**config.mk**
```make
export PLATFORM = sky130hd
export DESIGN_NAME = id_decode_queue
export DESIGN_NICKNAME = d
export VERILOG_FILES = /design/src/rtl/id_decode_queue.sv
export SDC_FILE = /design/constraint.sdc
export NUM_CORES = 1
export LEC_CHECK = 0
export CAP_MARGIN = 20
export CORE_MARGIN = 3
export CORE_UTILIZATION = 45
export CTS_CLUSTER_DIAMETER = 200
export DETAILED_ROUTE_END_ITERATION = 16
export PLACE_DENSITY = 0.71
export SYNTH_ARGS = -nofsm -noshare
export SYNTH_HDL_FRONTEND = slang
export SYNTH_SLANG_ARGS = --single-unit
```
**constraint.sdc**
```tcl
create_clock -name clk -period 45.3 [get_ports clk]
set_clock_uncertainty 0.15 [all_clocks]
set_input_delay 6.795 -clock clk [delete_from_list [all_inputs] [get_ports clk]]
set_output_delay 6.795 -clock clk [all_outputs]
set_load 0.01 [all_outputs]
```
**src/rtl/id_decode_queue.sv**
```systemverilog
// ID stage: decodes a 9-instruction LA32R subset into a packed control word and
// buffers the results in a small FIFO between IF (left side) and EXE (right side).
module id_decode_queue #(
  parameter int DEPTH    = 2,
  parameter int ALU_OP_W = 14,
  parameter int CTRL_W   = 1 + ALU_OP_W + 1 + 32 + 32 + 5 + 1 + 32 + 32 + 32
) (
  input  logic              clk,
  input  logic              reset,
  input  logic [31:0]       Inst,
  input  logic [31:0]       PC,
  input  logic              left_valid,
  output logic              left_ready,
  input  logic              flush,
  output logic [4:0]        reg_index1,
  output logic [4:0]        reg_index2,
  input  logic [31:0]       reg_data1,
  input  logic [31:0]       reg_data2,
  output logic              right_valid,
  input  logic              right_ready,
  output logic [CTRL_W-1:0] ctrl_bus
);

  // DEPTH must be a power of two so the pointers wrap naturally.
  localparam int PTR_W = $clog2(DEPTH);
  localparam int CNT_W = PTR_W + 1;

  // ---------------------------------------------------------------- decode
  logic [16:0] op17;
  logic [9:0]  op10;
  logic [6:0]  op7;

  logic is_add, is_sub, is_slt, is_and, is_or;
  logic is_addi, is_ori, is_lu12i, is_pcadd;
  logic is_rtype, inst_valid, is_sign, wreg_en;

  logic [ALU_OP_W-1:0] alu_op;
  logic [31:0]         imm;
  logic [31:0]         src1;
  logic [31:0]         src2;
  logic [4:0]          wreg_index;

  assign op17 = Inst[31:15];
  assign op10 = Inst[31:22];
  assign op7  = Inst[31:25];

  assign is_add   = (op17 == 17'h00020);
  assign is_sub   = (op17 == 17'h00022);
  assign is_slt   = (op17 == 17'h00024);
  assign is_and   = (op17 == 17'h00029);
  assign is_or    = (op17 == 17'h0002A);
  assign is_addi  = (op10 == 10'h00A);
  assign is_ori   = (op10 == 10'h00E);
  assign is_lu12i = (op7  == 7'h0A);
  assign is_pcadd = (op7  == 7'h0E);

  assign is_rtype   = is_add | is_sub | is_slt | is_and | is_or;
  assign inst_valid = is_rtype | is_addi | is_ori | is_lu12i | is_pcadd;
  assign is_sign    = is_slt;

  assign reg_index1 = Inst[9:5];
  assign reg_index2 = Inst[14:10];
  assign wreg_index = Inst[4:0];
  assign wreg_en    = inst_valid & (wreg_index != 5'd0);

  // An illegal encoding matches no decode term, so op/imm/src all fall to zero.
  always_comb begin
    alu_op    = '0;
    alu_op[0] = is_add | is_addi | is_lu12i | is_pcadd;
    alu_op[1] = is_sub;
    alu_op[2] = is_slt;
    alu_op[3] = is_and;
    alu_op[4] = is_or | is_ori;

    imm = 32'h0;
    if (is_addi) begin
      imm = {{20{Inst[21]}}, Inst[21:10]};
    end else if (is_ori) begin
      imm = {20'h0, Inst[21:10]};
    end else if (is_lu12i | is_pcadd) begin
      imm = {Inst[24:5], 12'h0};
    end

    src1 = 32'h0;
    if (is_rtype | is_addi | is_ori) begin
      src1 = reg_data1;
    end else if (is_pcadd) begin
      src1 = PC;
    end

    src2 = is_rtype ? reg_data2 : imm;
  end

  logic [CTRL_W-1:0] entry_d;
  assign entry_d = {is_sign, alu_op, inst_valid, PC, Inst,
                    wreg_index, wreg_en, src2, src1, imm};

  // ---------------------------------------------------------------- queue
  logic              reset_n_q;
  logic [CNT_W-1:0]  count_q, count_d;
  logic [PTR_W-1:0]  wr_ptr_q, wr_ptr_d;
  logic [PTR_W-1:0]  rd_ptr_q, rd_ptr_d;
  logic [CTRL_W-1:0] mem_q [DEPTH];

  logic push, pop, wr_en;
  logic [DEPTH-1:0] slot_we;

  assign left_ready  = (count_q != CNT_W'(DEPTH)) & reset_n_q;
  assign right_valid = (count_q != '0);
  assign push        = left_valid & left_ready;
  assign pop         = right_valid & right_ready;
  // A push coinciding with flush is discarded; the pop still completes.
  assign wr_en       = push & ~flush;

  assign ctrl_bus = right_valid ? mem_q[rd_ptr_q] : '0;

  genvar gi;
  generate
    for (gi = 0; gi < DEPTH; gi++) begin : g_slot_we
      assign slot_we[gi] = wr_en && (wr_ptr_q == PTR_W'(gi));
    end
  endgenerate

  always_comb begin
    count_d  = count_q;
    wr_ptr_d = wr_ptr_q;
    rd_ptr_d = rd_ptr_q;
    if (flush) begin
      count_d  = '0;
      wr_ptr_d = '0;
      rd_ptr_d = '0;
    end else begin
      if (push) wr_ptr_d = wr_ptr_q + PTR_W'(1);
      if (pop)  rd_ptr_d = rd_ptr_q + PTR_W'(1);
      if (push && !pop) begin
        count_d = count_q + CNT_W'(1);
      end else if (pop && !push) begin
        count_d = count_q - CNT_W'(1);
      end
    end
  end

  always_ff @(posedge clk) begin
    if (!reset) begin
      reset_n_q <= 1'b0;
      count_q   <= '0;
      wr_ptr_q  <= '0;
      rd_ptr_q  <= '0;
    end else begin
      reset_n_q <= 1'b1;
      count_q   <= count_d;
      wr_ptr_q  <= wr_ptr_d;
      rd_ptr_q  <= rd_ptr_d;
    end
  end

  always_ff @(posedge clk) begin
    for (int i = 0; i < DEPTH; i++) begin
      if (!reset) begin
        mem_q[i] <= '0;
      end else if (slot_we[i]) begin
        mem_q[i] <= entry_d;
      end
    end
  end

endmodule
```
==> flow_summary.json, run 1 <==
{
  "status": "completed",
  "cp.arrival_ps": 8010,
  "route.detailed.drc": 0,
  "first_pass_iters": 7,
  "clock-sinks": 340,
  "synth.area.top_cells": "edfxtp_1 61%, mux2i_1 10%, nor2_1 4.9%",
  "cts_tree": "done",
  "min_period_ps": 14950,
  "place_congestion": 0.870,
  "drt_iter0_markers": 923,
  "endpoint_kind": "primary output",
  "core_um2": 35800,
  "slew_headroom_pct": 27.7,
  "criticalPathCategory": "input port to primary output",
  "ys_seq_elements": 340,
  "peakVddDrop_mv": 0.0214,
  "postSynth.asyncResetShare_pct": 0,
  "crit_required_ps": 38360,
  "finalCritPeriodShare_pct": 33.0,
  "synth_top_area_share_pct": 60.9,
  "start_util_pct": 45.9,
  "final_nets": 1746,
  "ctsResizeCount": 0,
  "timing.final.ws_setup_ps": 30350,
  "critical_path.top_delay_family": "buffers and inverters",
  "synth_top_flop_cell": "edfxtp_1",
  "routed_via_density": 5.71,
  "grt_max_degree": 168,
  "die_area_um2": 38900,
  "gr-total-overflow": 0,
  "dp_slack_ps": 30370,
  "yosys_warnings": 0,
  "synth_top_area_cell": "edfxtp_1",
  "maxClockFrequency_mhz": 66.9,
  "drive_above_1_share_pct": 5.86,
  "met2_length_um": 21900,
  "highest_layer": "met4",
  "antenna_left": 0,
  "p_leak_nw": 6.72,
  "portBuffers": 317,
  "rsz0062_at_grt": "no",
  "hpwl_um": 28300,
  "ys_types": 44,
  "routed_wl_um": 46200,
  "setup_viol": 0,
  "max_stage_delay_ps": 610,
  "root_buffer": "clkbuf_16",
  "power.density_nw_per_um2": 33.7,
  "start_kind": "input port",
  "grt_pass1_wl_um": 69800,
  "path_clk_slew_ps": 60,
  "min_path_type": "flop to flop",
  "yosysMostFrequentCell": "edfxtp_1",
  "postCtsHoldBufs": 0,
  "placementRows": 69,
  "cp_cell_sequence": "clkdlybuf4s50_1, clkdlybuf4s50_1",
  "critPathMaxFanout": 5,
  "dr_wl_met3_um": 3400,
  "clock_latency_ps": 510,
  "h-tree-depth": 2,
  "final-max-slew-violation-count": 0,
  "cp_common_cell": "clkdlybuf4s50_1",
  "path_buf_inv": 2,
  "post_cts_buffers": 0,
  "antenna_found_initial": 5,
  "grt_pass1_vias": 11828,
  "cts.path.max_buffers": 3,
  "routedWlPerCell_um": 21.9,
  "synth_common_cells": "334 x edfxtp_1, 215 x nor2_1, 167 x mux2i_1",
  "synth_edf_count": 334,
  "syn_inst": 1368,
  "die_y_um": 197,
  "wl_met1_um": 19500,
  "cts-buffers-inserted": 37,
  "max_slew.worst_pin.slew_ps": 1080,
  "dr_total_vias": 12006,
  "maxCapViolCount": 0,
  "syn_to_final_growth_pct": 27.4,
  "fin_area_um2": 21000,
  "grt_use_total_pct": 22.9,
  "ys_seq_area_share_pct": 61.7,
  "postPlaceCellArea_um2": 19800,
  "ios": 327,
  "cp_slowest_cell": "clkdlybuf4s50_1",
  "die_x_um": 197,
  "syn_avg_cell_area_um2": 12.0,
  "hold_violations": 0,
  "tns_ps": 0,
  "netlist_area_um2": 16500
}
==> kinds of logic (layout without fill, tap and decap cells) <==
family / Yosys count / after routing / synth area share (%)
compound gates: 180 / 180 / 8.49
xor+xnor: 4 / 4 / 0.213
fa+ha+maj: 1 / 1 / 0.0760
buf+inv: 175 / 436 / 4.82
flops: 340 / 340 / 61.7
mux: 168 / 168 / 10.2
other cells: 1 / 15 / 0.0228
simple gates: 499 / 499 / 14.5
==> layout by cell type, fill, tap and decap left out, types with 6 or more instances in the layout <==
cell and n:
nor3_1 22, nand3_1 97, buf_4 23, clkbuf_1 9, nand2_1 32, inv_1 27, diode_2 6, nor2_1 213
mux2i_1 167, and2_1 105, a21oi_1 44, conb_1 9, a31o_2 8, clkdlybuf4s50_1 317, a31o_1 32, clkinv_1 12
edfxtp_1 334, clkbuf_16 37, o32ai_1 24, o2bb2ai_1 64
==> registers in the layout, indices dropped and copies added (netlist names), named ones only <==
register   count
mem_q        334
wr_ptr_q       1
count_q        2
rd_ptr_q       1
reset_n_q      1
==> through the flow <==
stage,util (%),total power [mW],hold slack [ps],instances
3_5_place_dp,55.4,0.441,347,2032
4_1_cts,58.3,0.712,362,2096
5_1_grt,58.5,0.730,409,2103
3_3_place_gp,55.3,0.440,337,2031
6_report,58.5,0.707,362,2104
2_1_floorplan,-,0.407,322,1376
==> area by class of cell <==
class                           count  area, µm²
Antenna cell                        6       15.0
Multi-Input combinational cell    861       5630
Sequential cell                   340      10200
Timing Repair Buffer              344       3420
Inverter                           28        105
Clock inverter                     18        100
Fill cell                        2962      14900
Clock buffer                       46        960
Tap cell                          461        577
==> metal layers <==
layer	up-vias	global-route usage [%]
met5	-	0
met4	0	8.39
met3	82	4.43
met2	515	35.9
met1	5926	32.1
li1	5483	-
==> report_power, final <==
| part | leakage (nW) | switching, mW | total [mW] | internal (mW) |
|---|---|---|---|---|
| combinational | 2.69 | 0.0402 | 0.0710 | 0.0309 |
| sequential | 3.52 | 0.00441 | 0.363 | 0.359 |
| clock | 0.519 | 0.118 | 0.273 | 0.155 |
| total | 6.72 | 0.162 | 0.707 | 0.545 |
==> path summary, 6_finish.rpt <==
kind | start | end | slack [ps] | cells past startpoint
min reg2reg | rd_ptr_q$_SDFFE_PP0P_ | flop | 360 | 2
max | Inst[13] | reg_index2[3] | 30350 | 2
max reg2reg | wr_ptr_q$_SDFFE_PP0P_ | mem_q[1][63]$_SDFFCE_PN0P_ | 42070 | 5
min | rd_ptr_q$_SDFFE_PP0P_ | flop | 360 | 2
==> tightest hold or removal path: stages, from the launching register on <==
cell and delay, ps:
dfxtp_1 320, xor2_1 80, nor2_1 80
Note: power is estimated with default switching activity, not from simulation.
==> inputs of run 2 (changes only) <==
==> constraint.sdc (replaced) <==
create_clock -name clk -period 15.29 [get_ports clk]
set_clock_uncertainty 0.15 [all_clocks]
set_input_delay 2.2935 -clock clk [delete_from_list [all_inputs] [get_ports clk]]
set_output_delay 2.2935 -clock clk [all_outputs]
set_load 0.01 [all_outputs]
==> flow_summary.json, run 2 (same netlist as run 1, synthesis figures left out) <==
{
  "status": "completed",
  "grt-busiest-layer": "met2",
  "portBuffers": 317,
  "cts.path.max_buffers": 3,
  "cp.arrival_ps": 3750,
  "hold_violations": 0,
  "start_util_pct": 45.9,
  "critical_path.top_delay_family": "buffers and inverters",
  "criticalPathCategory": "flop to primary output",
  "dr_total_vias": 11948,
  "cts-buffers-inserted": 37,
  "layout_common_cells": "334 x edfxtp_1, 317 x clkdlybuf4s50_1, 213 x nor2_1",
  "grt_pass1_vias": 11713,
  "setup_viol": 0,
  "place_congestion": 0.851,
  "cts_tree": "done",
  "peakVddDrop_mv": 0.0686,
  "routed_wl_um": 46200,
  "nFillCells": 2868,
  "die_area_um2": 38900,
  "routed_via_density": 5.69,
  "path_clk_slew_ps": 60,
  "hpwl_um": 29100,
  "core_um2": 35800,
  "met2_usage_pct": 36.1,
  "syn_to_final_growth_pct": 27.3,
  "gr-usage-met1_pct": 32.3,
  "regMostFlops": "mem_q",
  "antenna_found_initial": 4,
  "final_common_cell": "edfxtp_1",
  "die_y_um": 197,
  "start_kind": "flop",
  "root_buffer": "clkbuf_16",
  "slew_headroom_pct": 25.3,
  "final-max-slew-violation-count": 0,
  "antenna_left": 0,
  "postCtsHoldBufs": 0,
  "holdWs_ps": 363,
  "ios": 327,
  "ctsResizeCount": 0,
  "min_path_type": "flop to flop",
  "max_stage_delay_ps": 990,
  "final_nets": 1746,
  "use_met3_pct": 4.74,
  "p_leak_nw": 6.73,
  "die_x_um": 197,
  "power.density_nw_per_um2": 101,
  "critPathMaxFanout": 58,
  "drive_above_1_share_pct": 6.11,
  "placementRows": 69,
  "dp_slack_ps": 9350,
  "grt_pass1_wl_um": 70100,
  "clock-sinks": 340,
  "cp_cell_sequence": "buf_4, mux2i_1, nor2_1, clkdlybuf4s50_1",
  "path_buf_inv": 2,
  "largestRegisters": "mem_q x334, count_q x2",
  "maxClockFrequency_mhz": 161,
  "clock_latency_ps": 510,
  "timing.final.ws_setup_ps": 9100,
  "grt_use_total_pct": 23.1,
  "grt_max_degree": 81,
  "maxCapViolCount": 0,
  "largest_register_ffs": 334,
  "finalCritPeriodShare_pct": 40.5,
  "h-tree-depth": 2,
  "first_pass_iters": 5,
  "min_period_ps": 6190,
  "endpoint_kind": "primary output",
  "post_cts_buffers": 0,
  "drt_iter0_markers": 913,
  "routedWlPerCell_um": 22.0,
  "max_slew.worst_pin.slew_ps": 1120,
  "power.total_mw": 2.11,
  "crit_required_ps": 12850,
  "route.detailed.drc": 0,
  "gr-total-overflow": 0,
  "rsz0062_at_grt": "no",
  "cp_slowest_cell": "dfxtp_4"
}
[run 2: changes by cell type in the layout (fill, tap and decap cells not counted), sizes merged]
cell,change
inv,+1
clkinv,-1
clkinvlp,+1
clkbuf,-2
diode,-2
[run 2: area by class of cell]
class / instances / area (µm²) / share of cell area (%)
Sequential cell: 340 / 10200 / 48.5
Multi-Input combinational cell: 861 / 5630 / 26.8
Timing Repair Buffer: 344 / 3380 / 16.1
Clock buffer: 44 / 995 / 4.75
Tap cell: 461 / 577 / 2.75
Clock inverter: 19 / 113 / 0.537
Inverter: 28 / 105 / 0.502
Antenna cell: 4 / 10.0 / 0.0478
[run 2: per-layer routing]
| layer | up-vias | routed length, µm | part of all wire [%] |
|---|---|---|---|
| met1 | 5880 | 19600 | 42 |
| met2 | 493 | 21800 | 47 |
| met5 | - | 10 | 0.022 |
| li1 | 5479 | - | - |
| met3 | 94 | 3220 | 7.0 |
| met4 | 2 | 1600 | 3.5 |
[run 2: power by group]
| part | switching [mW] | internal, mW |
|---|---|---|
| combinational | 0.119 | 0.0913 |
| sequential | 0.0125 | 1.06 |
| clock | 0.350 | 0.478 |
| total | 0.481 | 1.63 |
[run 2: worst reg2reg max path, stage by stage (launching register included)]
cell	delay (ps)
dfxtp_1	460
nand2b_1	210
nand2_1	200
o31ai_4	240
buf_4	730
buf_4	830
[run 2: final timing paths]
check / from / endpoint / slack (ps) / depth (start not counted)
setup reg to reg: count_q[0]$_SDFFE_PP0P_ / mem_q[1][34]$_SDFFCE_PN0P_ / 12020 / 5
setup / recovery: flop / ctrl_bus[111] / 9100 / 4
hold reg to reg: rd_ptr_q$_SDFFE_PP0P_ / flop / 360 / 2
hold / removal: rd_ptr_q$_SDFFE_PP0P_ / flop / 360 / 2
[run 2: stage by stage]
stage	instances	TNS (ps)	util, %	cell area [µm²]
2_1_floorplan	1376	-180530	-	16500
3_3_place_gp	2034	0	55.4	19800
3_5_place_dp	2034	0	55.4	19800
4_1_cts	2097	0	58.5	20900
5_1_grt	2100	0	58.5	21000
6_report	2101	0	58.5	21000
==> inputs of run 3 (changes only) <==
--- a/config.mk
+++ b/config.mk
@@ -10,7 +10,7 @@
 export CORE_UTILIZATION = 45
 export CTS_CLUSTER_DIAMETER = 200
 export DETAILED_ROUTE_END_ITERATION = 16
-export PLACE_DENSITY = 0.71
+export PLACE_DENSITY = 0.74
 export SYNTH_ARGS = -nofsm -noshare
 export SYNTH_HDL_FRONTEND = slang
 export SYNTH_SLANG_ARGS = --single-unit
==> constraint.sdc (replaced) <==
create_clock -name clk -period 5.4 [get_ports clk]
set_clock_uncertainty 0.15 [all_clocks]
set_input_delay 0.81 -clock clk [delete_from_list [all_inputs] [get_ports clk]]
set_output_delay 0.81 -clock clk [all_outputs]
set_load 0.01 [all_outputs]
==> flow_summary.json, run 3 (same netlist as run 1, synthesis figures left out) <==
{
  "rsz0062_at_grt": "no",
  "largestRegisters": "mem_q x334, count_q x2",
  "routed_via_density": 5.71,
  "syn_to_final_growth_pct": 28.2,
  "placedCellCount": 2036,
  "r2r_start": "count_q[0]$_SDFFE_PP0P_",
  "hpwl_um": 29000,
  "ios": 327,
  "slew_headroom_pct": 26.2,
  "min_path_type": "flop to flop",
  "die_y_um": 197,
  "maxCapViolCount": 0,
  "final_nets": 1749,
  "start_util_pct": 45.9,
  "route.detailed.drc": 0,
  "final-max-slew-violation-count": 0,
  "drive_above_1_share_pct": 6.42,
  "p_leak_nw": 6.80,
  "root_buffer": "clkbuf_16",
  "cp.arrival_ps": 2990,
  "hold_violations": 0,
  "final_common_cell": "edfxtp_1",
  "grt_pass1_wl_um": 70200,
  "antenna_left": 0,
  "place_congestion": 0.838,
  "tns_ps": 0,
  "h-tree-depth": 2,
  "min_path_cells": 2,
  "die_area_um2": 38900,
  "min_from": "rd_ptr_q$_SDFFE_PP0P_",
  "first_pass_iters": 5,
  "cts-buffers-inserted": 38,
  "cts_tree": "done",
  "start_kind": "flop",
  "dr_total_vias": 11970,
  "grt_use_total_pct": 23.1,
  "gr-total-overflow": 0,
  "post_cts_buffers": 0,
  "max_slew.worst_pin.slew_ps": 1110,
  "routedWlPerCell_um": 22.0,
  "clock_latency_ps": 520,
  "status": "completed",
  "postCtsHoldBufs": 0,
  "cts.path.max_buffers": 3,
  "placementRows": 69,
  "rr_worst_depth": 4,
  "grt_pass1_vias": 12041,
  "layoutNonFillerInstCount": 2098,
  "power.density_nw_per_um2": 290,
  "core_um2": 35800,
  "maxClockFrequency_mhz": 253,
  "antenna_found_initial": 3,
  "r2r-end": "mem_q[0][142]$_SDFFCE_PN0P_",
  "critPathMaxFanout": 76,
  "die_x_um": 197,
  "path_clk_slew_ps": 60,
  "endpoint_kind": "primary output",
  "grt_max_degree": 91,
  "min_period_ps": 3950,
  "regMostFlops": "mem_q",
  "ctsResizeCount": 0,
  "r2r_slack_ps": 2810,
  "drt_iter0_markers": 1160,
  "finalCritPeriodShare_pct": 73.2,
  "layout_common_cells": "334 x edfxtp_1, 317 x clkdlybuf4s50_1, 213 x nor2_1",
  "routed_wl_um": 46200,
  "crit_required_ps": 4440,
  "portBuffers": 317,
  "clock-sinks": 340,
  "setup_viol": 0,
  "criticalPathCategory": "flop to primary output",
  "peakVddDrop_mv": 0.219,
  "largest_register_ffs": 334
}
run 3: changes by cell type in the layout (fill, tap and decap cells not counted), sizes merged:
cell	change
clkinv	-4
buf	+2
diode	-2
bufinv	+1
clkbuf	+1
inv	-1
run 3: how the worst max path moves through the flow:
stage	start	endpoint	slack, ps	cells after the start
finish	flop	ctrl_bus[28]	1450	4
global route	flop	ctrl_bus[28]	1330	4
CTS	flop	ctrl_bus[28]	1460	4
detailed placement	Inst[26]	mem_q[1][81]$_SDFFCE_PN0P_	1620	6
global placement	Inst[26]	mem_q[0][85]$_SDFFCE_PN0P_	1680	6
floorplan	left_valid	mem_q[0][0]$_SDFFCE_PN0P_	-440	3
run 3: layout make-up:
cell class	instances	area, µm²
diodes	2	5.00
clock buffers	45	1040
clock inverters	15	121
fillers	2937	14700
inverters	28	105
multi-input cells	861	5640
flip-flops and latches	340	10200
well taps	461	577
repair buffers	346	3470
run 3: power breakdown:
group | internal [mW] | leakage [nW] | total (mW) | switching (mW)
clock | 1.46 | 0.567 | 2.46 | 1.01
combinational | 0.265 | 2.71 | 0.608 | 0.343
sequential | 3.01 | 3.52 | 3.05 | 0.0347
total | 4.73 | 6.80 | 6.11 | 1.38
run 3: per-stage QoR:
stage | instance area [µm²] | power [mW] | hold slack, ps | utilization [%] | setup slack (ps)
finish | 21100 | 6.11 | 359 | 58.9 | 1450
global route | 21100 | 6.32 | 364 | 58.9 | 1330
CTS | 21100 | 6.16 | 360 | 58.9 | 1460
detailed placement | 19900 | 3.71 | 344 | 55.7 | 1620
global placement | 19900 | 3.70 | 338 | 55.7 | 1680
floorplan | 16500 | 3.38 | 322 | - | -440
run 3: routing by layer:
metal	wire length, µm	part of all wire (%)	global-route usage, %
met1	19400	42	31.6
met2	22900	49	38.0
met3	2650	5.7	3.19
met4	1310	2.8	8.10
met5	17	0.037	0
run 3: critical path: stages, from the launching register on:
cell	delay, ps
dfxtp_4	850
buf_12	490
mux2i_1	160
nor2_1	240
clkdlybuf4s50_1	590
